$ cat src/rtl/alert_beeper.sv
// alert_beeper: plays beepCount short or long beeps separated by silences, timed by a DIV-cycle tick.
module alert_beeper #(
    parameter int DIV        = 50000,
    parameter int ON_TICKS   = 200,
    parameter int LONG_TICKS = 600,
    parameter int OFF_TICKS  = 200
) (
    input  logic       clk,
    input  logic       rst_n,
    input  logic       start,
    input  logic [2:0] beepCount,
    input  logic       longBeep,
    input  logic       abort,
    output logic       beeLED,
    output logic       busy,
    output logic       done
);
    localparam int PW   = $clog2(DIV);
    localparam int TMAX = (ON_TICKS > LONG_TICKS ? (ON_TICKS > OFF_TICKS ? ON_TICKS : OFF_TICKS)
                                                 : (LONG_TICKS > OFF_TICKS ? LONG_TICKS : OFF_TICKS));
    localparam int TW   = $clog2(TMAX + 1);
    localparam logic [PW-1:0] PRE_L  = PW'(DIV - 1);
    localparam logic [TW-1:0] ON_L   = TW'(ON_TICKS - 1);
    localparam logic [TW-1:0] LONG_L = TW'(LONG_TICKS - 1);
    localparam logic [TW-1:0] OFF_L  = TW'(OFF_TICKS - 1);

    typedef enum logic [1:0] {IDLE, ON, OFF} state_t;

    state_t        state_q, state_d;
    logic [PW-1:0] pre_q, pre_d;
    logic [TW-1:0] tick_q, tick_d;
    logic [2:0]    cnt_q, cnt_d;
    logic          long_q, long_d, led_q, led_d, busy_q, busy_d, done_q, done_d;
    logic          tick, phase_end;
    logic [TW-1:0] last;

    always_ff @(posedge clk or negedge rst_n) begin
        if (!rst_n) begin
            state_q <= IDLE;
            pre_q   <= '0;
            tick_q  <= '0;
            cnt_q   <= '0;
            long_q  <= 1'b0;
            led_q   <= 1'b0;
            busy_q  <= 1'b0;
            done_q  <= 1'b0;
        end else begin
            state_q <= state_d;
            pre_q   <= pre_d;
            tick_q  <= tick_d;
            cnt_q   <= cnt_d;
            long_q  <= long_d;
            led_q   <= led_d;
            busy_q  <= busy_d;
            done_q  <= done_d;
        end
    end

    // A phase ends on the prescaler wrap that completes its last tick.
    always_comb begin
        tick      = (state_q != IDLE) && (pre_q == PRE_L);
        last      = (state_q == ON) ? (long_q ? LONG_L : ON_L) : OFF_L;
        phase_end = tick && (tick_q == last);
        state_d   = state_q;
        pre_d     = pre_q;
        tick_d    = tick_q;
        cnt_d     = cnt_q;
        long_d    = long_q;
        led_d     = led_q;
        busy_d    = busy_q;
        done_d    = 1'b0;
        if (abort) begin
            state_d = IDLE;
            pre_d   = '0;
            tick_d  = '0;
            cnt_d   = '0;
            long_d  = 1'b0;
            led_d   = 1'b0;
            busy_d  = 1'b0;
        end else if (state_q == IDLE) begin
            if (start && beepCount != 3'd0) begin
                state_d = ON;
                pre_d   = '0;
                tick_d  = '0;
                cnt_d   = beepCount;
                long_d  = longBeep;
                led_d   = 1'b1;
                busy_d  = 1'b1;
            end else begin
                done_d  = start;
            end
        end else begin
            pre_d  = tick ? '0 : pre_q + 1'b1;
            tick_d = tick ? tick_q + 1'b1 : tick_q;
            if (phase_end) begin
                tick_d = '0;
                if (state_q == ON) begin
                    cnt_d   = cnt_q - 1'b1;
                    state_d = (cnt_q == 3'd1) ? IDLE : OFF;
                    led_d   = 1'b0;
                    busy_d  = (cnt_q != 3'd1);
                    done_d  = (cnt_q == 3'd1);
                end else begin
                    state_d = ON;
                    led_d   = 1'b1;
                end
            end
        end
    end

    assign beeLED = led_q;
    assign busy   = busy_q;
    assign done   = done_q;
endmodule

$ cat config.mk
export PLATFORM = sky130hd
export DESIGN_NAME = alert_beeper
export DESIGN_NICKNAME = d
export VERILOG_FILES = /design/src/rtl/alert_beeper.sv
export SDC_FILE = /design/constraint.sdc
export NUM_CORES = 1
export LEC_CHECK = 0
export ABC_AREA = 1
export CAP_MARGIN = 10
export CORE_UTILIZATION = 55
export DETAILED_ROUTE_END_ITERATION = 6
export PLACE_DENSITY = 0.74
export SETUP_SLACK_MARGIN = 0.05
export SYNTH_ARGS = -nofsm -noshare
export SYNTH_HDL_FRONTEND = slang
export SYNTH_SLANG_ARGS = --single-unit
export TNS_END_PERCENT = 20
$ cat constraint.sdc
create_clock -name clk -period 3.8 [get_ports clk]
set_input_delay 0.76 -clock clk [delete_from_list [all_inputs] [get_ports clk]]
set_output_delay 0.76 -clock clk [all_outputs]
set_load 0.02 [all_outputs]
==> results of run 1 <==
area by class of cell:
class	instances	area [um2]	area share
sequential	34	851	0.371
multi-input combinational	209	1030	0.448
clock buffer	6	82.6	0.0360
clock inverter	2	12.5	0.00545
timing repair buffer	11	108	0.0469
tap	46	57.6	0.0251
inverter	41	156	0.0681
worst min-delay path, delay by kind of cell (launching register included):
kind             cells  cell delay, ns
and+or+nand+nor      2            0.10
DFF                  1            0.35
cell usage in the layout (no fill, tap or decap), types with 2 or more instances in the layout:
cell              n
clkdlybuf4s50_1  10
nor2_1           42
nand2_1          72
nor2_4            3
dfrtp_1          34
nand2_4           4
a21oi_1          14
inv_2             5
nor3_1            7
nand3_1          32
clkbuf_8          6
o22ai_1           4
nor4_1            2
nand4_1           4
inv_1            35
o21ai_0           6
ha_1              4
o21ai_1           4
xnor2_1           2
where the power goes:
part	internal, W	leakage (nW)	switching, W
sequential	0.000407	0.466	0.0000518
combinational	0.000128	0.569	0.000263
clock	0.000146	0.0472	0.000137
cells by family (layout without fill, tap and decap cells):
| logic type | after synthesis | count (layout) | synth area share |
|---|---|---|---|
| DFF | 34 | 34 | 0.411 |
| and+or+nand+nor | 171 | 171 | 0.375 |
| xor gates and xnor gates | 2 | 2 | 0.00847 |
| buffers and inverters | 44 | 60 | 0.0919 |
| AOI/OAI and AO/OA | 32 | 32 | 0.0895 |
| adders and majority gates | 4 | 4 | 0.0242 |
state kept, by name (all words and copies together) (netlist names):
name,flops
done,1
state_q,2
tick_q,10
long_q,1
pre_q,16
busy,1
cnt_q,3
per-layer routing:
layer / vias up / GRT usage / routed length [um]
met5: - / 0 / 0
met4: 0 / 0.108 / 60
met3: 6 / 0.0580 / 193
met2: 40 / 0.410 / 2050
met1: 840 / 0.290 / 2000
li1: 949 / - / -
worst paths after layout:
path                                        start                     to  slack [ns]  cells after the start
max                                         abort  tick_q[9]$_DFFE_PN0P_        1.40                     10
min                          cnt_q[1]$_DFFE_PN0P_   cnt_q[1]$_DFFE_PN0P_        0.48                      2
max reg2reg                state_q[1]$_DFFE_PN0P_  tick_q[9]$_DFFE_PN0P_        1.92                      9
min reg2reg                  cnt_q[1]$_DFFE_PN0P_   cnt_q[1]$_DFFE_PN0P_        0.48                      2
max in group asynchronous                   rst_n   cnt_q[0]$_DFFE_PN0P_        2.62                      2
min in group asynchronous                   rst_n   pre_q[6]$_DFFE_PN0P_        0.88                      2
metrics by stage:
step                      hold slack [ns]  power, W  setup slack [ns]  area, um2
after detailed placement            0.459  0.000851              1.13       2200
after global routing                0.524   0.00121              1.27       2300
final                               0.476   0.00113              1.40       2300
after CTS                           0.476   0.00114              1.43       2300
after global placement              0.456  0.000845              1.19       2200
after floorplan                     0.442  0.000759              2.13       2070
==> impl_metrics.csv, run 1 <==
group,metric,value,unit
timing,finalCritPeriodShare,0.631,
synthesis,synth_most_common_cell,"nand2_1",
layout,layout-drive-gt1-share,0.0891,
route,avgRoutedWirePerCell,12.3,um
clock_tree,cts_tree,"yes",
layout,instances_no_fill,349,
route,detail-route-antenna-nets,0,
critical_path,crit_path_top_delay_cell,"clkdlybuf4s50_1",
status,outcome,"complete, no violations",
synthesis,synth_flop_cell,"dfrtp_1",
clock_tree,clockRootBuffer,"clkbuf_8",
clock_tree,numClockSinks,34,
layout,antennaDiodeCount,0,
critical_path,path_cells,"clkdlybuf4s50_1 > inv_2 > nand2_4 > a21oi_4 > inv_4 > nand2_4 > inv_2 > nand3_1 > nand2_1 > nor2_1",
synthesis,synth_top_area_cell,"dfrtp_1",
power,p_leak,1.08,nW
critical_path,max_stage_delay,0.54,ns
route,drt_wl_total,4.30,mm
critical_path,worst-path-buf-inv,4,
clock_tree,ctsHtreeMaxLevel,2,
synthesis,synth_fp_nets,299,
place,dp_hpwl,3.19,mm
timing,final-hold-violation-count,0,
critical_path,critPathKind,"primary input to flip-flop",
hold_path,hold_class,"flip-flop to flip-flop",
critical_path,worst-endpoint-arrival,2.62,ns
synthesis,yosys_warnings,0,
global_route,grt_pass1_wl,7.53,mm
place,port_buffers,10,
synthesis,yosys_register_bits,34,
synthesis,synth_common_cells,"nand2_1, nor2_1, inv_1",
timing,worstMarginPinSlew,0.424,ns
synthesis,synthCells,287,
synthesis,synthDominantCellAreaShare,0.411,
floorplan,core_area,3470,um2
timing,slew_headroom,0.717,
timing,setup_viol_count_final,0,
route,drt_iter0_drc,90,
floorplan,design.die.area,4010,um2
synthesis,syn_area,2070,um2
floorplan,rows,21,
layout,syn_to_final_growth,10.9,%
synthesis,yosys.cell_types.count,28,
timing,period_needed,2.40,ns
layout,nets,314,
clock_tree,cts_resized,0,
route,drc,0,
clock_tree,cts_hold_buf,0,
route,dr.pass1.iters,5,
critical_path,start_kind,"primary input",
clock_tree,cts_setup_buffers,0,
global_route,grt_max_degree,35,
critical_path,crit_required,4.02,ns
timing,slew_violations,0,
timing,fin_skew,0.00442,ns
place,placed_cells,341,
synthesis,syn_avg_cell_area,7.21,um2
job,maxCapViolations,0,
timing,rsz0062_at_grt,"false",
synthesis,yosysSeqAreaShare,0.411,
floorplan,start_util,0.597,
global_route,grt_overflow,0,
global_route,grtUsageTotal,0.242,
critical_path,path_max_fanout,16,
power,vdd_drop_max,0.305,mV
clock_tree,clk-insertion-delay-late,0.29,ns
route,viasPerCell,5.26,
timing,fin_setup_tns,0,ns
floorplan,ioPinCount,11,
critical_path,cp-end-kind,"flip-flop",
synthesis,async_flop_share,1.00,
layout,fill_cells,330,
layout,final_util,0.662,
global_route,grt_pass1_vias,1746,
timing,fmax,417,MHz
synthesis,synth_edf_count,0,
clock_tree,path_clk_slew,0.07,ns
clock_tree,cts_buffer_depth,2,
place,place_congestion,0.891,
route,num_vias,1835,
floorplan,die_y,63.3,um
clock_tree,cts_buffers,5,
synthesis,ys_top_cells_by_area,"dfrtp_1, nand2_1, nand3_1",
floorplan,die_w,63.3,um
power,p_per_area,493,nW/um2
global_route,antenna_found_initial,0,
critical_path,crit_family,"buffers and inverters",
Power figures use the tool's default switching activity.
==> inputs of run 2 (changes only) <==
--- a/config.mk
+++ b/config.mk
@@ -7,9 +7,9 @@
 export LEC_CHECK = 0
 export ABC_AREA = 1
 export CAP_MARGIN = 10
-export CORE_UTILIZATION = 55
+export CORE_UTILIZATION = 54
 export DETAILED_ROUTE_END_ITERATION = 6
-export PLACE_DENSITY = 0.74
+export PLACE_DENSITY = 0.76
 export SETUP_SLACK_MARGIN = 0.05
 export SYNTH_ARGS = -nofsm -noshare
 export SYNTH_HDL_FRONTEND = slang
==> constraint.sdc (replaced) <==
create_clock -name clk -period 2.2 [get_ports clk]
set_input_delay 0.44 -clock clk [delete_from_list [all_inputs] [get_ports clk]]
set_output_delay 0.44 -clock clk [all_outputs]
set_load 0.02 [all_outputs]
==> impl_metrics.csv, run 2 (synthesized netlist as in run 1, its figures left out) <==
group,metric,value,unit
status,outcome,"complete, no violations",
layout,nets,316,
layout,antennaDiodeCount,0,
power,p_leak,1.10,nW
route,viasPerCell,5.28,
timing,finalCritPeriodShare,0.834,
critical_path,max_stage_delay,0.39,ns
route,drt_wl_total,4.26,mm
job,maxCapViolations,0,
layout,top_regs,"pre_q (16), tick_q (10), cnt_q (3)",
critical_path,path_max_fanout,15,
timing,setup_viol_count_final,0,
global_route,grt_max_degree,35,
clock_tree,numClockSinks,34,
global_route,grt_pass1_vias,1832,
power,total_power,0.00202,W
timing,fin_skew,0.00493,ns
floorplan,start_util,0.565,
critical_path,reg2reg_slack,0.37,ns
clock_tree,ctsHtreeMaxLevel,2,
route,drt_iter0_drc,132,
layout,final_cell_mix,"nand2_1, nor2_1, inv_1",
timing,final-hold-violation-count,0,
timing,slew_headroom,0.716,
critical_path,path_cells,"ha_1 > nand2_1 > inv_1 > nand2_1 > nor2_1 > nand2_1 > nand2_4 > nand2_4 > inv_2 > nand3_1 > nand2_1 > nor2_1",
clock_tree,cts_buffers,5,
layout,syn_to_final_growth,12.5,%
layout,largest_reg_flops,16,
layout,layout-drive-gt1-share,0.0951,
place,dp_hpwl,3.15,mm
floorplan,ioPinCount,11,
place,place_congestion,0.872,
clock_tree,cts_tree,"yes",
global_route,grt_pass1_wl,7.62,mm
route,detail-route-antenna-nets,0,
route,num_vias,1864,
critical_path,crit_top_cell,"nand2_1",
timing,fmax,545,MHz
place,place_ws,0.196,ns
floorplan,design.die.area,4080,um2
critical_path,worst-endpoint-arrival,2.01,ns
layout,layout_commonest_cell,"nand2_1",
route,drc,0,
clock_tree,clk-insertion-delay-late,0.28,ns
global_route,antenna_found_initial,0,
timing,worstMarginPinSlew,0.426,ns
global_route,grtUsageTotal,0.241,
floorplan,core_area,3660,um2
critical_path,critPathKind,"flip-flop to flip-flop",
clock_tree,clockRootBuffer,"clkbuf_8",
critical_path,cp-end-kind,"flip-flop",
clock_tree,cts_hold_buf,0,
route,avgRoutedWirePerCell,12.1,um
floorplan,die_y,63.9,um
place,port_buffers,10,
hold_path,hold_class,"flip-flop to flip-flop",
floorplan,rows,22,
clock_tree,cts_resized,0,
timing,rsz0062_at_grt,"false",
critical_path,crit_required,2.38,ns
critical_path,start_kind,"flip-flop",
clock_tree,path_clk_slew,0.07,ns
timing,period_needed,1.83,ns
power,vdd_drop_max,0.789,mV
global_route,grt_overflow,0,
clock_tree,cts_setup_buffers,0,
timing,fin_setup_tns,0,ns
layout,largest-register,"pre_q",
timing,worst_slack,0.366,ns
power,p_per_area,866,nW/um2
timing,slew_violations,0,
timing,holdWs,0.481,ns
critical_path,crit_path_top_delay_cell,"dfrtp_1",
route,dr.pass1.iters,4,
clock_tree,cts_buffer_depth,2,
floorplan,die_w,63.9,um
[run 2: changes by cell type in the layout (fill, tap and decap cells not counted), sizes merged]
| cell | previous run | this run |
|---|---|---|
| clkinvlp | 1 | 0 |
| buf | 1 | 3 |
| clkbuf | 6 | 8 |
| clkinv | 1 | 0 |
[run 2: per-stage QoR]
step,utilization,instance area [um2],instances
2_1_floorplan,-,2070,287
3_3_place_gp,0.606,2220,345
3_5_place_dp,0.606,2220,345
4_1_cts,0.636,2330,353
5_1_grt,0.636,2330,353
6_report,0.636,2330,353
[run 2: per-layer routing]
metal  track usage  wire length, um  vias up  part of all wire
met2         0.402             2020       37              0.47
met5             0                0        -                 0
met4        0.0938               77        0             0.018
met3        0.0625              150        9             0.035
met1         0.298             2020      867              0.47
li1              -                -      951                 -
[run 2: cell type report]
| class | instances | area, um2 |
|---|---|---|
| multi-input combinational | 209 | 1030 |
| inverter | 41 | 156 |
| timing repair buffer | 13 | 123 |
| tap | 48 | 60.1 |
| sequential | 34 | 851 |
| fill | 338 | 1330 |
| clock buffer | 8 | 110 |
[run 2: where the power goes]
| part | internal [W] | switching, W | total, W | leakage [nW] |
|---|---|---|---|---|
| sequential | 0.000703 | 0.0000866 | 0.000790 | 0.466 |
| clock | 0.000316 | 0.000224 | 0.000540 | 0.0575 |
| combinational | 0.000227 | 0.000459 | 0.000686 | 0.579 |
| total | 0.00125 | 0.000770 | 0.00202 | 1.10 |
[run 2: worst paths after layout]
path | startpoint | to | cells after the start
hold reg to reg | cnt_q[1]$_DFFE_PN0P_ | cnt_q[1]$_DFFE_PN0P_ | 2
min in group asynchronous | rst_n | pre_q[12]$_DFFE_PN0P_ | 2
setup / recovery | pre_q[0]$_DFFE_PN0P_ | tick_q[7]$_DFFE_PN0P_ | 12
hold / removal | cnt_q[1]$_DFFE_PN0P_ | cnt_q[1]$_DFFE_PN0P_ | 2
setup reg to reg | pre_q[0]$_DFFE_PN0P_ | tick_q[7]$_DFFE_PN0P_ | 12
max in group asynchronous | rst_n | pre_q[0]$_DFFE_PN0P_ | 2
[run 2: worst max-delay path, delay by kind of cell (launching register included)]
family                   cells  cell delay, ns
adder cells (fa/ha/maj)      1            0.18
buffers and inverters        2            0.25
flip-flops                   1            0.39
AND/OR/NAND/NOR              9            0.89
==> inputs of run 3 (changes only) <==
==> constraint.sdc (replaced) <==
create_clock -name clk -period 1.6 [get_ports clk]
set_input_delay 0.32 -clock clk [delete_from_list [all_inputs] [get_ports clk]]
set_output_delay 0.32 -clock clk [all_outputs]
set_load 0.02 [all_outputs]
==> impl_metrics.csv, run 3 (synthesized netlist as in run 1, its figures left out) <==
group,metric,value,unit
timing,setup_viol_count_final,18,
status,violations,"setup timing",
layout,instances_no_fill,395,
timing,rsz0062_at_grt,"true",
layout,fin_area,2830,um2
place,port_buffers,10,
clock_tree,cts_tree,"yes",
power,p_leak,1.36,nW
critical_path,critPathKind,"flip-flop to flip-flop",
timing,worst_slack,-0.0944,ns
route,avgRoutedWirePerCell,13.9,um
power,p_int,0.00201,W
global_route,grt_pass1_vias,1934,
floorplan,rows,22,
place,place_congestion,0.929,
floorplan,ioPinCount,11,
power,swShare,0.401,
clock_tree,clk-insertion-delay-late,0.30,ns
timing,final-hold-violation-count,0,
timing,fin_skew,0.0130,ns
clock_tree,ctsHtreeMaxLevel,2,
floorplan,design.die.area,4080,um2
timing,finalCritPeriodShare,1.06,
layout,layout_commonest_cell,"nand2_1",
layout,top_regs,"pre_q (16), tick_q (10), cnt_q (3)",
place,placed_cells,378,
floorplan,die_w,63.9,um
layout,antennaDiodeCount,0,
layout,final_util,0.774,
clock_tree,cts_buffer_depth,2,
layout,largest_reg_flops,16,
job,maxCapViolations,0,
critical_path,cp-end-kind,"flip-flop",
route,wl_met2,2.72,mm
place,placed_cell_area,2500,um2
global_route,antenna_found_initial,0,
timing,slew_violations,0,
status,outcome,"finished, violations left",
global_route,grt_max_degree,35,
power,p_switching,0.00134,W
floorplan,start_util,0.565,
route,drc,0,
clock_tree,cts_buffers,5,
place,dp_hpwl,3.43,mm
critical_path,path_max_fanout,7,
route,drt_wl_total,5.50,mm
layout,syn_to_final_growth,36.9,%
power,vdd_drop_max,1.02,mV
clock_tree,cts_hold_buf,0,
global_route,grt_overflow,0,
critical_path,start_kind,"flip-flop",
route,wl_met3,187,um
layout,final_cell_mix,"nand2_1, nor2_1, buf_4",
route,detail-route-antenna-nets,0,
critical_path,ff2ff_path_depth,12,
layout,largest-register,"pre_q",
critical_path,crit_path_start,"pre_q[0]$_DFFE_PN0P_",
timing,period_needed,1.69,ns
layout,nets,358,
timing,fmax,590,MHz
route,wl_met1,2.43,mm
critical_path,reg2reg_slack,-0.09,ns
route,viasPerCell,5.40,
clock_tree,path_clk_slew,0.08,ns
critical_path,r2r_start,"pre_q[0]$_DFFE_PN0P_",
power,p_per_area,1180,nW/um2
clock_tree,numClockSinks,34,
floorplan,die_y,63.9,um
route,top_layer,"met4",
floorplan,core_area,3660,um2
layout,layout-drive-gt1-share,0.297,
timing,slew_headroom,0.772,
power,power_frac_seq,0.322,
power,power_frac_comb,0.475,
layout,fill_cells,256,
global_route,grtUsageTotal,0.267,
route,num_vias,2134,
route,drt_iter0_drc,153,
power,p_clk_frac,0.203,
critical_path,worst-endpoint-arrival,1.87,ns
timing,worstMarginPinSlew,0.339,ns
critical_path,worstReg2RegEnd,"state_q[1]$_DFFE_PN0P_",
hold_path,hold_class,"primary input to async pin",
route,dr.pass1.iters,4,
global_route,grt_pass1_wl,8.38,mm
critical_path,crit_required,1.78,ns
clock_tree,clockRootBuffer,"clkbuf_8",
run 3: cell type report:
cell class,count,area (um2),share of cell area
clock buffers,6,82.6,0.0291
well taps,48,60.1,0.0212
flip-flops and latches,34,852,0.301
clock inverters,2,12.5,0.00442
inverters,41,159,0.0561
multi-input cells,209,1180,0.415
repair buffers,55,490,0.173
run 3: critical path, cell delays in order, from the launching register on:
cell and delay [ns]:
dfrtp_1 0.39, ha_2 0.22, nand2_4 0.06, inv_2 0.07, nand2_2 0.05, nor2_2 0.11
nand2_2 0.09, nor2_2 0.12, nand2_2 0.11, nand2_8 0.13, nand2_8 0.09, nand2_2 0.06
nand2_1 0.05
run 3: how the worst max path moves through the flow:
| stage | slack, ns | to |
|---|---|---|
| final | -0.09 | state_q[1]$_DFFE_PN0P_ |
| after global routing | -0.20 | state_q[1]$_DFFE_PN0P_ |
| after CTS | -0.04 | state_q[1]$_DFFE_PN0P_ |
| after detailed placement | -0.18 | pre_q[6]$_DFFE_PN0P_ |
| after global placement | -0.12 | pre_q[3]$_DFFE_PN0P_ |
| after floorplan | 0.1 | tick_q[7]$_DFFE_PN0P_ |
run 3: repair_timing:
action,in CTS,in global routing
setup buffers,4,5
resized for setup,15,36
pin swaps,12,12
endpoints found under the setup margin,31,33
run 3: power by group through the flow:
stage	sequential, W	combinational [W]	clock (W)
floorplan	0.00111	0.000695	0
global placement	0.00107	0.00127	0
detailed placement	0.00108	0.00129	0
CTS	0.00106	0.00138	0.000693
global route	0.00109	0.00170	0.000721
finish	0.00108	0.00159	0.000679
run 3: metal layers:
metal / GRT usage / vias up
met5: 0 / -
met4: 0.114 / 0
met3: 0.0536 / 20
met2: 0.460 / 60
met1: 0.323 / 1019
li1: - / 1035
run 3: metrics by stage:
stage | hold slack (ns) | total power, W | setup TNS (ns) | worst slack [ns]
finish | 0.385 | 0.00335 | -1.20 | -0.0944
detailed placement | 0.473 | 0.00237 | -3.53 | -0.182
global route | 0.410 | 0.00351 | -3.49 | -0.199
CTS | 0.393 | 0.00314 | -0.284 | -0.0367
global placement | 0.455 | 0.00234 | -2.55 | -0.122
floorplan | 0.0244 | 0.00180 | 0 | 0.0983
